$ cat src/rtl/cam_sensor_emulator.sv
// cam_sensor_emulator: MT9V034-style parallel camera output generator with programmable timing and test patterns.
// Optional CAM_EMU_FRAME_CNT_EN adds frame_cnt_o and stamps pixel (0,0) with the completed-frame count.
module cam_sensor_emulator #(
    parameter int H_ACTIVE = 752,
    parameter int V_ACTIVE = 480,
    parameter int H_BLANK  = 94,
    parameter int V_BLANK  = 45,
    parameter int FV_LEAD  = 1,
    parameter int FV_TRAIL = 0
) (
    input  logic       clk_i,
    input  logic       rst_i,
    input  logic       en_i,
    input  logic [1:0] pat_i,
    output logic       cam_frame_valid_o,
    output logic       cam_line_valid_o,
    output logic [9:0] cam_data_o,
    output logic       frame_done_o,
`ifdef CAM_EMU_FRAME_CNT_EN
    output logic [15:0] frame_cnt_o,
`endif
    output logic       busy_o
);
    localparam int PMAX = (FV_LEAD > H_BLANK ? FV_LEAD : H_BLANK) > (FV_TRAIL > V_BLANK ? FV_TRAIL : V_BLANK)
                        ? (FV_LEAD > H_BLANK ? FV_LEAD : H_BLANK) : (FV_TRAIL > V_BLANK ? FV_TRAIL : V_BLANK);
    localparam int PW = $clog2(PMAX + 1);
    localparam int CW = $clog2(H_ACTIVE + 1);
    localparam int RW = $clog2(V_ACTIVE + 1);
    localparam logic [PW-1:0] LEAD_L = PW'(FV_LEAD - 1);
    localparam logic [PW-1:0] HB_L   = PW'(H_BLANK - 1);
    localparam logic [PW-1:0] TR_L   = PW'(FV_TRAIL > 0 ? FV_TRAIL - 1 : 0);
    localparam logic [PW-1:0] VB_L   = PW'(V_BLANK - 1);
    localparam logic [CW-1:0] HA_L   = CW'(H_ACTIVE - 1);
    localparam logic [RW-1:0] VA_L   = RW'(V_ACTIVE - 1);

    typedef enum logic [2:0] {IDLE, LEAD, LINE, HBLANK, TRAIL, VBLANK} state_t;

    state_t        state_q;
    logic [PW-1:0] cnt_q;
    logic [CW-1:0] col_q;
    logic [RW-1:0] row_q;
    logic [1:0]    pat_q;
    logic          fv_q, lv_q, done_q, busy_q;
    logic [9:0]    data_q;
    logic          start;

`ifdef CAM_EMU_FRAME_CNT_EN
    logic [15:0] fcnt_q;
    always_ff @(posedge clk_i or posedge rst_i)
        if (rst_i) fcnt_q <= '0;
        else if (done_q) fcnt_q <= fcnt_q + 16'd1;
    assign frame_cnt_o = fcnt_q;
`endif

    function automatic logic [9:0] pix(input logic [RW-1:0] r, input logic [CW-1:0] c);
        logic [7:0] g;
        g = 8'((32'(r) + 1) * 10 + 32'(c) + 1);
`ifdef CAM_EMU_FRAME_CNT_EN
        if (r == '0 && c == '0) return {fcnt_q[7:0], 2'b00};
`endif
        return pat_q == 2'd0 ? 10'(c) : pat_q == 2'd1 ? {g, 2'b00} : pat_q == 2'd2 ? 10'h3FF : {10{r[0] ^ c[0]}};
    endfunction

    // A new frame begins from IDLE or straight out of the last VBLANK cycle
    assign start = en_i && (state_q == IDLE || (state_q == VBLANK && cnt_q == VB_L));

    always_ff @(posedge clk_i or posedge rst_i) begin
        if (rst_i) begin
            state_q <= IDLE;
            cnt_q   <= '0;
            col_q   <= '0;
            row_q   <= '0;
            pat_q   <= '0;
            fv_q    <= 1'b0;
            lv_q    <= 1'b0;
            data_q  <= '0;
            done_q  <= 1'b0;
            busy_q  <= 1'b0;
        end else begin
            lv_q   <= 1'b0;
            data_q <= '0;
            done_q <= 1'b0;
            if (start) begin
                state_q <= LEAD;
                cnt_q   <= '0;
                col_q   <= '0;
                row_q   <= '0;
                pat_q   <= pat_i;
                fv_q    <= 1'b1;
                busy_q  <= 1'b1;
            end else begin
                case (state_q)
                    LEAD, HBLANK:
                        if (cnt_q == (state_q == LEAD ? LEAD_L : HB_L)) begin
                            state_q <= LINE;
                            col_q   <= '0;
                            lv_q    <= 1'b1;
                            data_q  <= pix(row_q, '0);
                        end else cnt_q <= cnt_q + 1'b1;
                    LINE:
                        if (col_q == HA_L) begin
                            cnt_q <= '0;
                            if (row_q != VA_L) begin
                                state_q <= HBLANK;
                                row_q   <= row_q + 1'b1;
                            end else if (FV_TRAIL > 0) state_q <= TRAIL;
                            else begin
                                state_q <= VBLANK;
                                fv_q    <= 1'b0;
                                done_q  <= 1'b1;
                            end
                        end else begin
                            col_q  <= col_q + 1'b1;
                            lv_q   <= 1'b1;
                            data_q <= pix(row_q, col_q + 1'b1);
                        end
                    TRAIL:
                        if (cnt_q == TR_L) begin
                            state_q <= VBLANK;
                            cnt_q   <= '0;
                            fv_q    <= 1'b0;
                            done_q  <= 1'b1;
                        end else cnt_q <= cnt_q + 1'b1;
                    VBLANK:
                        if (cnt_q == VB_L) begin
                            state_q <= IDLE;
                            busy_q  <= 1'b0;
                        end else cnt_q <= cnt_q + 1'b1;
                    default: ;
                endcase
            end
        end
    end

    assign cam_frame_valid_o = fv_q;
    assign cam_line_valid_o  = lv_q;
    assign cam_data_o        = data_q;
    assign frame_done_o      = done_q;
    assign busy_o            = busy_q;
endmodule

$ cat config.mk
export PLATFORM = sky130hd
export DESIGN_NAME = cam_sensor_emulator
export DESIGN_NICKNAME = d
export VERILOG_FILES = /design/src/rtl/cam_sensor_emulator.sv
export SDC_FILE = /design/constraint.sdc
export NUM_CORES = 1
export LEC_CHECK = 0
export BUFFER_PORTS_ARGS = -buffer_cell sky130_fd_sc_hd__buf_2
export CAP_MARGIN = 40
export CORE_AREA = 5 5 95 97
export CTS_CLUSTER_SIZE = 12
export DETAILED_ROUTE_END_ITERATION = 8
export DIE_AREA = 0 0 100 102
export HOLD_SLACK_MARGIN = 0.1
export PLACE_DENSITY_LB_ADDON = 0.15
export SLEW_MARGIN = 15
export SYNTH_ARGS = -nofsm -noshare
export SYNTH_HDL_FRONTEND = slang
export SYNTH_SLANG_ARGS = --single-unit
export TNS_END_PERCENT = 100
$ cat constraint.sdc
create_clock -name clk_i -period 4.6 [get_ports clk_i]
set_clock_uncertainty 0.15 [all_clocks]
set_input_delay 0.92 -clock clk_i [delete_from_list [all_inputs] [get_ports clk_i]]
set_output_delay 0.92 -clock clk_i [all_outputs]
set_load 0.01 [all_outputs]
# After elaboration in Yosys (flattened, before gate mapping)
# Cells that the tools add are included.
# Widths: inputs -> output; s select.
dict set report classes {
  n_mux 49
  n_eq_ne 19
  n_bitwise 1
  magnitude_cmp 0
  reduce_logical 21
  div 0
  addsub 7
  n_mul 1
  n_shift 0
}
# operator n
set op_table {}
lappend op_table {{$mux 10} 12}
lappend op_table {{$mux 7} 6}
lappend op_table {{$pmux 10 s2} 2}
lappend op_table {{$mux 9} 4}
lappend op_table {{$pmux 7 s4} 1}
lappend op_table {{$ne 3x3->1 const B} 7}
lappend op_table {{$mux 3} 6}
lappend op_table {{$add 8x1->8 const B} 2}
lappend op_table {{$mux 1} 14}
lappend op_table {{$pmux 3 s4} 1}
lappend op_table {{$add 10x1->10 const B} 1}
lappend op_table {{$add 9x1->10 const B} 1}
lappend op_table {{$eq 10x10->1 const B} 1}
lappend op_table {{$mul 10x3->7 const B} 1}
lappend op_table {{$reduce_bool 2->1} 5}
lappend op_table {{$add 9x1->9 const B} 1}
lappend op_table {{$ne 9x9->1 const B} 1}
lappend op_table {{$add 8x8->8} 1}
lappend op_table {{$reduce_and 4->1} 2}
lappend op_table {{$add 7x1->7 const B} 1}
lappend op_table {{$eq 7x6->1 const B} 1}
lappend op_table {{$eq 7x7->1} 1}
lappend op_table {{$logic_not 7->1} 1}
lappend op_table {{$eq 3x2->1 const B} 2}
lappend op_table {{17 further kinds} 23}
dict set report totals {
  inputBits 5
  ff_bits 45
  latchBits 0
  romBits 0
  ramBits 0
  n_memories 0
  out_inout_bits 14
}

# Longest topological paths before layout
# Gate-level depths: netlist of the first run.
dict set report logic_depth {
  ltp_word 9
  ltp_mapped 14
  depth_no_buf 13
}

# Worst setup path before layout of the first run
# Ideal clock, no wire load.
dict set report synth_path {
  kind {flip-flop to flip-flop}
  start {reg row_q[0]}
  end {reg data_q[9], in the netlist cam_data_o[9]}
  t_arrival_ps 3271
  n_path_buf 1
  stages_incl_launch_ff 13
  synth_period_minus_slack_ps 3541
  path_slack_ps 1059
  t_required_ps 4330
  cell_sequence {dfrtp_1 -> clkbuf_1 -> and3_1 -> xor2_1 -> ha_1 -> ha_1 -> fa_1 -> ha_1 -> or4_1 -> o22ai_1 -> xor2_1 -> a211o_1 -> and3_1}
}
dict set report synth_via {
  elab_chain_cells 9
  elab_cells_between_ends 16
  classes_between {4 x add/sub; 1 x mul; 10 x mux; 1 x bitwise}
}
# element line
set synth_rtl {}
lappend synth_rtl {{start, declared} 41} ;# logic [RW-1:0] row_q;
lappend synth_rtl {{start signal, assigned} 105} ;# row_q <= row_q + 1'b1;
lappend synth_rtl {{$add 9x1->10} 57} ;# g = 8'((32'(r) + 1) * 10 + 32'(c) + 1);
lappend synth_rtl {{$mul 10x3->7} 57}
lappend synth_rtl {{$add 8x8->8} 57}
lappend synth_rtl {{$add 8x1->8} 57}
lappend synth_rtl {{$mux 10 (2 in a row)} 61} ;# return pat_q == 2'd0 ? 10'(c) : pat_q == 2'd1 ? {g, 2'b00} : pat_q == 2'd2 ? 10'h3FF : {10{r[0] ^ c[0]}};
lappend synth_rtl {{$mux 10} 101} ;# if (col_q == HA_L) begin
lappend synth_rtl {{$pmux 10 s2 (*)} 92} ;# case (state_q)
lappend synth_rtl {{$mux 10 (*)} 83} ;# if (start) begin
lappend synth_rtl {{end signal, assigned} 98} ;# data_q <= pix(row_q, '0);
lappend synth_rtl {{end signal, assigned} 115} ;# data_q <= pix(row_q, col_q + 1'b1);
lappend synth_rtl {{end, declared} 44} ;# logic [9:0] data_q;
# Every way passes the cells marked *; elsewhere a longest branch is shown, timed or not.
# A chain may end at the register's enable or synchronous reset.

# Final worst setup path of the first run
# Ends and elaborated chain as after synthesis.

==> impl_metrics.env, run 1 <==
export IMPL_chipHeight_um=102
export IMPL_drive_above_1_share_pct=11.7
export IMPL_maxCapViolCount=0
export IMPL_grt_use_total_pct=15.4
export IMPL_cts_setup_buffers=0
export IMPL_cpPeakStageDelay_ns=0.52
export IMPL_synth_top_area_share_pct=36.3
export IMPL_timing_final_crit_period_ns=3.66
export IMPL_ys_flop_type="dfrtp_1"
export IMPL_first_global_vias=2564
export IMPL_synth_most_common_cell="dfrtp_1"
export IMPL_status="completed"
export IMPL_num_io_pins=19
export IMPL_tns_ns=0
export IMPL_antennaDiodeCount=0
export IMPL_setup_violations=0
export IMPL_max_freq_mhz=273
export IMPL_area_growth_pct=8.35
export IMPL_die_area_um2=10200
export IMPL_finalHoldViolCount=0
export IMPL_vias=2635
export IMPL_hp_class="reg -> reg"
export IMPL_cts_buffers_inserted=5
export IMPL_rows=33
export IMPL_worstSetupPathType="reg -> reg"
export IMPL_stdcell_area_um2=3360
export IMPL_timing_final_crit_share_pct=79.6
export IMPL_seq_area_frac_synth_pct=36.3
export IMPL_avgSynthCellArea_um2=8.71
export IMPL_required_ns=4.65
export IMPL_syn_inst=356
export IMPL_rsz0062_at_grt="no"
export IMPL_critPathBufInv=0
export IMPL_hpwl_um=5650
export IMPL_nets=391
export IMPL_routed_wirelength_um=7500
export IMPL_power_per_cell_area_nw_per_um2=624
export IMPL_portBuffers=18
export IMPL_drc=0
export IMPL_grt_pass1_wl_um=12700
export IMPL_htree_levels=2
export IMPL_tritoncts="done"
export IMPL_placed_area_um2=3280
export IMPL_finalPower_mw=2.09
export IMPL_synthTopCellsByCount="dfrtp_1, nor2_1, o21ai_0"
export IMPL_syn_cell_area_um2=3100
export IMPL_startpoint_type="flip-flop"
export IMPL_synth_cell_types=58
export IMPL_peakVddDrop_mv=0.209
export IMPL_cts_root_buffer="clkbuf_8"
export IMPL_synth_edf_count=0
export IMPL_grt_overflow=0
export IMPL_cp_common_cell="ha_1"
export IMPL_die_w_um=100
export IMPL_crit_fanout=8
export IMPL_cts_sinks=45
export IMPL_leakage_nw=1.50
export IMPL_cts_resized=0
export IMPL_finalMaxSlewViolations=0
export IMPL_async_reset_ff_share_pct=100
export IMPL_critPathArrivalTime_ns=3.71
export IMPL_syn_nets=379
export IMPL_worst_slew_pin_slew_ns=0.708
export IMPL_clkSlewWorstSetupHoldPaths_ns=0.09
export IMPL_critPathSlowestCell="fa_1"
export IMPL_globalplace_congestion=0.911
export IMPL_crit_chain="ha_1, nand3_1, xnor2_1, ha_1, fa_1, ha_1, or4_1, o22ai_1, xor2_1, a211o_1, and3_1"
export IMPL_drtIter0Drc=91
export IMPL_cts_path_max_buffers=2
export IMPL_holdBufCountCts=0
export IMPL_ant_nets=0
export IMPL_synth_area_top_cells="dfrtp_1, ha_1, o21ai_0"
export IMPL_initial_utilization_pct=38.5
export IMPL_antenna_found_initial=0
export IMPL_synth_area_leader_cell="dfrtp_1"
export IMPL_slew_headroom_pct=52.6
export IMPL_crit_family="adder cells"
export IMPL_drt_pass1_iterations=4
export IMPL_routedWlPerCell_um=15.8
export IMPL_synth_seq_cells=45
export IMPL_yosysWarnings=0
export IMPL_vias_per_cell=5.56
export IMPL_clk_latency_ns=0.31
export IMPL_core_area_um2=8050
export IMPL_grt_max_degree=24
export IMPL_endpoint_kind="flip-flop"
-- logic make-up (layout without fill, tap and decap cells) --
kind of cell | Yosys count | after routing | share of synthesized area [%]
muxes | 4 | 4 | 1.37
DFF | 45 | 45 | 36.3
buffers and inverters | 25 | 38 | 3.95
adders and majority gates | 18 | 18 | 7.51
xor gates and xnor gates | 27 | 27 | 7.63
AOI/OAI and AO/OA | 95 | 95 | 20.0
and+or+nand+nor | 142 | 142 | 23.2
-- cells in the final DEF (no fill, tap or decap), types with 2 or more instances in the layout --
| cell | Yosys | final |
|---|---|---|
| nor3_1 | 10 | 10 |
| nand2_1 | 30 | 30 |
| inv_1 | 9 | 8 |
| nor3b_1 | 3 | 2 |
| and2_1 | 3 | 3 |
| o21ai_0 | 36 | 36 |
| o21a_1 | 2 | 2 |
| a21o_1 | 5 | 5 |
| nand2b_1 | 5 | 5 |
| clkbuf_8 | 1 | 5 |
| clkinv_2 | 0 | 2 |
| nand3_1 | 13 | 13 |
| buf_2 | 0 | 18 |
| a21oi_1 | 14 | 14 |
| and3_1 | 8 | 8 |
| or2_2 | 2 | 2 |
| mux2_2 | 2 | 2 |
| nor4_1 | 3 | 3 |
| dfrtp_1 | 45 | 45 |
| o221ai_1 | 3 | 3 |
| xor2_1 | 12 | 12 |
| a22o_1 | 5 | 5 |
| o32ai_1 | 2 | 2 |
| ha_1 | 17 | 17 |
| o22ai_1 | 5 | 5 |
| o21bai_1 | 2 | 2 |
| nor2b_1 | 7 | 7 |
| nor2_1 | 40 | 40 |
| a211oi_1 | 3 | 3 |
| or3_1 | 4 | 4 |
| a31oi_1 | 4 | 4 |
| xnor2_1 | 15 | 15 |
| mux2i_1 | 2 | 2 |
| nand4_1 | 5 | 5 |
| o31ai_1 | 4 | 4 |
-- stage by stage --
step,worst slack (ns),std cells,utilization [%],hold slack [ns]
after floorplan,1.06,356,-,0.334
after global placement,1.01,465,40.4,0.335
after detailed placement,0.936,466,40.7,0.327
after CTS,0.925,474,41.7,0.360
after global routing,0.596,474,41.7,0.389
final,0.940,474,41.7,0.353
-- metal layers --
layer | wire length, µm | vias to the layer above | share of wire [%] | GRT usage [%]
li1 | - | 1297 | - | -
met1 | 3540 | 1288 | 47 | 21.4
met2 | 3630 | 43 | 48 | 25.1
met3 | 251 | 7 | 3.3 | 2.53
met4 | 75 | 0 | 1.0 | 4.25
met5 | 0 | - | 0 | 0
-- registers in the layout, summed over array words and instances, names as in the netlist --
register           flops
busy_o                 1
pat_q                  2
state_q                3
cnt_q                  7
row_q                  9
frame_done_o           1
cam_line_valid_o       1
cam_frame_valid_o      1
col_q                 10
cam_data_o            10
-- power by group --
group | switching, mW | total, mW | internal (mW)
clock | 0.145 | 0.251 | 0.106
sequential | 0.165 | 0.680 | 0.515
combinational | 0.648 | 1.16 | 0.515
total | 0.959 | 2.09 | 1.14
-- path summary, 6_finish.rpt --
check                      startpoint       endpoint  slack [ns]  cells past startpoint
min in group asynchronous       rst_i       cnt_q[3]        0.49                      2
min                            busy_o         busy_o        0.35                      1
max                          row_q[0]  cam_data_o[9]        0.94                     11
min reg2reg                    busy_o         busy_o        0.35                      1
max in group asynchronous       rst_i       row_q[1]        3.30                      3
max reg2reg                  row_q[0]  cam_data_o[9]        0.94                     11
-- layout make-up --
class                           count  area [µm²]
Fill cell                         834        4690
Inverter                           10        37.5
Timing Repair Buffer               20         125
Clock inverter                      2        10.0
Multi-Input combinational cell    286        1860
Clock buffer                        6        72.6
Tap cell                          105         131
Sequential cell                    45        1130
Note: power is estimated with default switching activity, not from simulation.
==> run 2: changes to the inputs <==
--- a/config.mk
+++ b/config.mk
@@ -5,6 +5,7 @@
 export SDC_FILE = /design/constraint.sdc
 export NUM_CORES = 1
 export LEC_CHECK = 0
+export ABC_AREA = 1
 export BUFFER_PORTS_ARGS = -buffer_cell sky130_fd_sc_hd__buf_2
 export CAP_MARGIN = 40
 export CORE_AREA = 5 5 95 97
==> constraint.sdc (replaced) <==
create_clock -name clk_i -period 3 [get_ports clk_i]
set_clock_uncertainty 0.15 [all_clocks]
set_input_delay 0.6 -clock clk_i [delete_from_list [all_inputs] [get_ports clk_i]]
set_output_delay 0.6 -clock clk_i [all_outputs]
set_load 0.01 [all_outputs]
==> run 2 against run 1 <==
  * Utilization up 3.4 points
  * Final cell count up 18%
  * Synthesized cell count up 15%
  * Highest routed layer unchanged
  * Non-clock buffer count up 18
  * Sequential share of layout area down 2.5 points
  * Synthesized area unchanged
  * Largest cell class unchanged
==> impl_metrics.env, run 2 <==
export IMPL_cts_sinks=45
export IMPL_status="completed"
export IMPL_endpoint_kind="flip-flop"
export IMPL_rr_startpoint="row_q[0]"
export IMPL_clkSlewWorstSetupHoldPaths_ns=0.09
export IMPL_postLayoutCoreUtil_pct=45.2
export IMPL_drive_above_1_share_pct=20.8
export IMPL_timing_final_crit_share_pct=97.9
export IMPL_syn_cell_area_um2=3100
export IMPL_crit_chain="ha_4, xor2_2, ha_1, ha_2, fa_2, ha_1, nand2_1, o21ai_1, a21oi_1, inv_1, nand3_1, nand3_1, nand2_1, nand2_1, nand2_1"
export IMPL_critPathSlowestCell="dfrtp_2"
export IMPL_syn_inst=411
export IMPL_vias_per_cell=5.04
export IMPL_core_area_um2=8050
export IMPL_drc=0
export IMPL_hp_class="reg -> reg"
export IMPL_antenna_found_initial=0
export IMPL_worstSetupPathType="reg -> reg"
export IMPL_timing_hold_ws_ns=0.348
export IMPL_grt_pass1_wl_um=13300
export IMPL_avgSynthCellArea_um2=7.54
export IMPL_clk_latency_ns=0.30
export IMPL_setup_violations=0
export IMPL_peakVddDrop_mv=0.366
export IMPL_synth_seq_cells=45
export IMPL_crit_fanout=3
export IMPL_swShare_pct=46.8
export IMPL_vias=2807
export IMPL_synth_most_common_cell="nand2_1"
export IMPL_synth_cell_types=37
export IMPL_slew_headroom_pct=68.5
export IMPL_seq_area_frac_synth_pct=36.3
export IMPL_synth_top_area_share_pct=36.3
export IMPL_cts_root_buffer="clkbuf_8"
export IMPL_htree_levels=2
export IMPL_area_growth_pct=17.3
export IMPL_startpoint_type="flip-flop"
export IMPL_cts_buffers_inserted=5
export IMPL_initial_utilization_pct=38.5
export IMPL_synth_area_top_cells="dfrtp_1, nand2_1, ha_1"
export IMPL_comb_power_share_pct=53.3
export IMPL_hold_depth=2
export IMPL_final_common_cell="nand2_1"
export IMPL_finalMaxSlewViolations=0
export IMPL_cp_common_cell="nand2_1"
export IMPL_rrSetupSlack_ns=0.06
export IMPL_die_area_um2=10200
export IMPL_ant_nets=0
export IMPL_chipHeight_um=102
export IMPL_tritoncts="done"
export IMPL_rows=33
export IMPL_rsz0062_at_grt="yes"
export IMPL_syn_nets=434
export IMPL_critPathArrivalTime_ns=3.03
export IMPL_min_to="busy_o"
export IMPL_p_clk_share_pct=14.2
export IMPL_die_w_um=100
export IMPL_power_per_cell_area_nw_per_um2=753
export IMPL_num_io_pins=19
export IMPL_placed_area_um2=3430
export IMPL_synth_edf_count=0
export IMPL_globalplace_congestion=0.900
export IMPL_routedWlPerCell_um=13.9
export IMPL_stdcell_area_um2=3640
export IMPL_leakage_nw=1.83
export IMPL_finalHoldViolCount=0
export IMPL_worst_slew_pin_slew_ns=0.471
export IMPL_synth_area_leader_cell="dfrtp_1"
export IMPL_required_ns=3.09
export IMPL_layout_common_cells="nand2_1, inv_1, dfrtp_1"
export IMPL_reg2reg_depth=15
export IMPL_max_freq_mhz=341
export IMPL_antennaDiodeCount=0
export IMPL_cts_path_max_buffers=2
export IMPL_drt_pass1_iterations=4
export IMPL_routed_wirelength_um=7760
export IMPL_async_reset_ff_share_pct=100
export IMPL_hold_path_startpoint="busy_o"
export IMPL_grt_overflow=0
export IMPL_pwr_share_seq_pct=32.5
export IMPL_timing_final_crit_period_ns=2.94
export IMPL_switching_power_mw=1.28
export IMPL_ys_flop_type="dfrtp_1"
export IMPL_grt_max_degree=35
export IMPL_portBuffers=18
export IMPL_nets=474
export IMPL_cpPeakStageDelay_ns=0.45
export IMPL_internal_power_mw=1.46
export IMPL_hpwl_um=6030
export IMPL_yosysWarnings=0
export IMPL_drtIter0Drc=131
export IMPL_grt_use_total_pct=16.1
export IMPL_reg2reg_to="cam_data_o[9]"
export IMPL_first_global_vias=2764
export IMPL_maxCapViolCount=0
export IMPL_tns_ns=0
export IMPL_synthTopCellsByCount="nand2_1, inv_1, dfrtp_1"
==> run 2: per-stage QoR <==
stage | power [mW] | std cells | setup WS (ns)
final | 2.74 | 557 | 0.0638
after global routing | 3.00 | 557 | -0.122
after CTS | 2.74 | 557 | -0.0434
after detailed placement | 2.33 | 546 | -0.138
after global placement | 2.31 | 545 | -0.0322
after floorplan | 1.98 | 411 | 0.00322
==> run 2: cell families (layout without fill, tap and decap cells) <==
| kind of cell | after synthesis | in the layout | share of synthesized area (%) |
|---|---|---|---|
| adders and majority gates | 18 | 18 | 7.51 |
| DFF | 45 | 45 | 36.3 |
| buffers and inverters | 64 | 105 | 8.64 |
| and+or+nand+nor | 195 | 195 | 29.2 |
| AOI/OAI and AO/OA | 72 | 72 | 13.6 |
| xor gates and xnor gates | 17 | 17 | 4.80 |
==> run 2: layout make-up <==
type	count	area, µm²
Clock buffer	5	68.8
Clock inverter	3	17.5
Fill cell	821	4420
Inverter	59	223
Multi-Input combinational cell	302	1810
Sequential cell	45	1130
Tap cell	105	131
Timing Repair Buffer	38	255
==> run 2: timing repair <==
item,4_1_cts,5_1_grt
hold endpoints to repair,11,0
resized for setup,8,8
setup buffers,2,0
setup endpoints to repair,2,3
pin swaps,7,6
hold buffers,1,0
==> run 2: worst max-delay path by stage <==
| stage | from | to | slack [ns] | depth (start not counted) |
|---|---|---|---|---|
| floorplan | row_q[0] | cam_data_o[9] | 0.003 | 19 |
| global placement | row_q[0] | cam_data_o[9] | -0.03 | 15 |
| detailed placement | row_q[0] | cam_data_o[9] | -0.14 | 15 |
| CTS | row_q[1] | cam_data_o[9] | -0.04 | 19 |
| global route | row_q[0] | cam_data_o[9] | -0.12 | 18 |
| finish | row_q[0] | cam_data_o[9] | 0.06 | 15 |
==> run 2: power groups by stage <==
stage	Combinational, mW	Clock [mW]	Sequential, mW
detailed placement	1.43	0	0.899
floorplan	1.08	0	0.901
CTS	1.45	0.398	0.891
global route	1.66	0.428	0.915
global placement	1.41	0	0.897
finish	1.46	0.388	0.889
==> run 2: layer usage <==
metal / vias to the layer above / share of wire, % / wire length (µm) / GRT usage [%]
met5: - / 0 / 0 / 0
met4: 0 / 1.5 / 114 / 3.73
li1: 1437 / - / - / -
met3: 11 / 2.7 / 209 / 2.53
met2: 49 / 48 / 3760 / 27.8
met1: 1310 / 47 / 3680 / 21.4
==> run 2: worst max-delay path, delay by kind of cell (launching register included) <==
kind | cells | cell delay, ns
adders and majority gates | 5 | 1.35
DFF | 1 | 0.45
and+or+nand+nor | 6 | 0.42
xor gates and xnor gates | 1 | 0.23
AOI/OAI and AO/OA | 2 | 0.22
buffers and inverters | 1 | 0.06
==> run 3: changes to the inputs <==
--- a/config.mk
+++ b/config.mk
@@ -12,8 +12,9 @@
 export CTS_CLUSTER_SIZE = 12
 export DETAILED_ROUTE_END_ITERATION = 8
 export DIE_AREA = 0 0 100 102
+export GPL_TIMING_DRIVEN = 0
 export HOLD_SLACK_MARGIN = 0.1
-export PLACE_DENSITY_LB_ADDON = 0.15
+export PLACE_DENSITY = 0.61
 export SLEW_MARGIN = 15
 export SYNTH_ARGS = -nofsm -noshare
 export SYNTH_HDL_FRONTEND = slang
==> run 3 against run 2 <==
  * Via count decreased by 1.4%
  * Largest cell class unchanged
  * Count of clock-buffer cells in the layout increased by 2
  * Non-clock buffer count decreased by 8
  * The run now ends with setup timing left
  * Fmax decreased by 5.2%
  * Worst setup slack got worse by 0.16 ns
  * Register-to-register slack got worse by 0.16 ns
  * Highest routed layer unchanged
==> impl_metrics.env, run 3 (synthesis gave the netlist of run 2 again) <==
export IMPL_drtIter0Drc=117
export IMPL_final_common_cell="nand2_1"
export IMPL_cts_path_max_buffers=2
export IMPL_critPathBufInv=3
export IMPL_hpwl_um=5730
export IMPL_rr_startpoint="row_q[0]"
export IMPL_ant_nets=0
export IMPL_power_per_cell_area_nw_per_um2=769
export IMPL_grt_pass1_wl_um=12600
export IMPL_antenna_found_initial=0
export IMPL_grt_use_total_pct=15.2
export IMPL_crit_chain="ha_4, nand2_2, nor2_4, inv_1, nand2_2, inv_4, ha_4, fa_2, xor2_2, ha_4, nand2_1, o21ai_1, a21oi_2, inv_1, nand3_1, nand3_1, nand2_1, nand2_1, nand2_1"
export IMPL_die_w_um=100
export IMPL_timing_final_crit_share_pct=103
export IMPL_min_to="busy_o"
export IMPL_fin_ws_ns=-0.0964
export IMPL_leakage_nw=1.80
export IMPL_timing_final_crit_period_ns=3.10
export IMPL_required_ns=3.04
export IMPL_postLayoutCoreUtil_pct=45.2
export IMPL_path_depth=19
export IMPL_drt_pass1_iterations=5
export IMPL_dpl_cell_count=535
export IMPL_chipHeight_um=102
export IMPL_worst_slew_pin_slew_ns=0.521
export IMPL_vias=2768
export IMPL_routedWlPerCell_um=13.5
export IMPL_met2_usage_pct=27.0
export IMPL_crit_fanout=4
export IMPL_cts_sinks=45
export IMPL_violations="setup timing"
export IMPL_portBuffers=18
export IMPL_tns_ns=-0.0964
export IMPL_cts_root_buffer="clkbuf_8"
export IMPL_grt_max_degree=36
export IMPL_crit_family="adder cells"
export IMPL_nets=466
export IMPL_peakVddDrop_mv=0.331
export IMPL_htree_levels=2
export IMPL_num_io_pins=19
export IMPL_cp_common_cell="nand2_1"
export IMPL_cts_buffers_inserted=5
export IMPL_first_global_vias=2715
export IMPL_antennaDiodeCount=0
export IMPL_maxCapViolCount=0
export IMPL_finalNonFillerCells=549
export IMPL_clk_latency_ns=0.29
export IMPL_grt_overflow=0
export IMPL_die_area_um2=10200
export IMPL_placed_area_um2=3360
export IMPL_critPathArrivalTime_ns=3.13
export IMPL_fill_cells=814
export IMPL_drive_above_1_share_pct=19.6
export IMPL_hold_path_startpoint="busy_o"
export IMPL_area_growth_pct=17.3
export IMPL_finalHoldViolCount=0
export IMPL_endpoint_kind="flip-flop"
export IMPL_hp_class="reg -> reg"
export IMPL_routed_wirelength_um=7430
export IMPL_cpPeakStageDelay_ns=0.41
export IMPL_globalplace_congestion=0.893
export IMPL_layout_common_cells="nand2_1, inv_1, dfrtp_1"
export IMPL_hold_depth=2
export IMPL_setup_violations=1
export IMPL_vias_per_cell=5.04
export IMPL_initial_utilization_pct=38.5
export IMPL_rsz0062_at_grt="yes"
export IMPL_status="complete, but fails checks"
export IMPL_critPathSlowestCell="dfrtp_1"
export IMPL_slew_headroom_pct=65.1
export IMPL_core_area_um2=8050
export IMPL_rows=33
export IMPL_max_freq_mhz=323
export IMPL_drc=0
export IMPL_stdcell_area_um2=3640
export IMPL_reg2reg_depth=19
export IMPL_finalMaxSlewViolations=0
export IMPL_use_met3_pct=3.07
export IMPL_clkSlewWorstSetupHoldPaths_ns=0.09
export IMPL_worstSetupPathType="reg -> reg"
export IMPL_reg2reg_to="cam_data_o[9]"
export IMPL_startpoint_type="flip-flop"
export IMPL_grtUsageMet1_pct=19.5
export IMPL_busiest_layer="met2"
export IMPL_rrSetupSlack_ns=-0.1
export IMPL_tritoncts="done"
[run 3: how the worst max path moves through the flow]
stage              from  slack (ns)             to
2_1_floorplan  row_q[0]       0.003  cam_data_o[9]
3_3_place_gp   row_q[2]       -0.36  cam_data_o[9]
3_5_place_dp   row_q[2]       -0.40  cam_data_o[9]
4_1_cts        row_q[1]       -0.13  cam_data_o[9]
5_1_grt        row_q[0]       -0.29  cam_data_o[9]
6_report       row_q[0]        -0.1  cam_data_o[9]
[run 3: power by group]
group          switching [mW]  internal (mW)  total, mW
Clock                   0.211          0.209      0.420
Combinational           0.933          0.553       1.49
Sequential              0.131          0.760      0.891
Total                    1.28           1.52       2.80
[run 3: worst min-delay path, cell delays in order (launching register included)]
cell     delay (ns)
dfrtp_1        0.36
nand2_1        0.05
nand2_1        0.05
[run 3: cell type report]
class                           instances  area (µm²)  area share (%)
Clock buffer                            7        96.3            2.65
Multi-Input combinational cell        302        1840            50.6
Inverter                               59         225            6.19
Timing Repair Buffer                   25         165            4.54
Clock inverter                          1        5.00           0.138
Buffer                                  5        45.0            1.24
Tap cell                              105         131            3.61
Sequential cell                        45        1130            31.0
[run 3: through the flow]
step,power (mW),hold WS (ns),setup slack (ns)
2_1_floorplan,1.98,0.335,0.00322
3_3_place_gp,2.30,0.321,-0.356
3_5_place_dp,2.34,0.324,-0.402
4_1_cts,2.79,0.344,-0.134
5_1_grt,3.05,0.388,-0.291
6_report,2.80,0.345,-0.0964
[run 3: repair_timing]
action	CTS	global route
buffers inserted	5	0
endpoints found under the setup margin	2	2
resized for setup	16	8
pin swaps	8	4
gates cloned	0	0
hold endpoints to repair	10	0
hold buffers	1	0
[run 3: layer usage]
metal / wire length (µm) / part of all wire, %
met1: 3380 / 45
met4: 74 / 1.0
met2: 3730 / 50
met5: 0 / 0
met3: 243 / 3.3
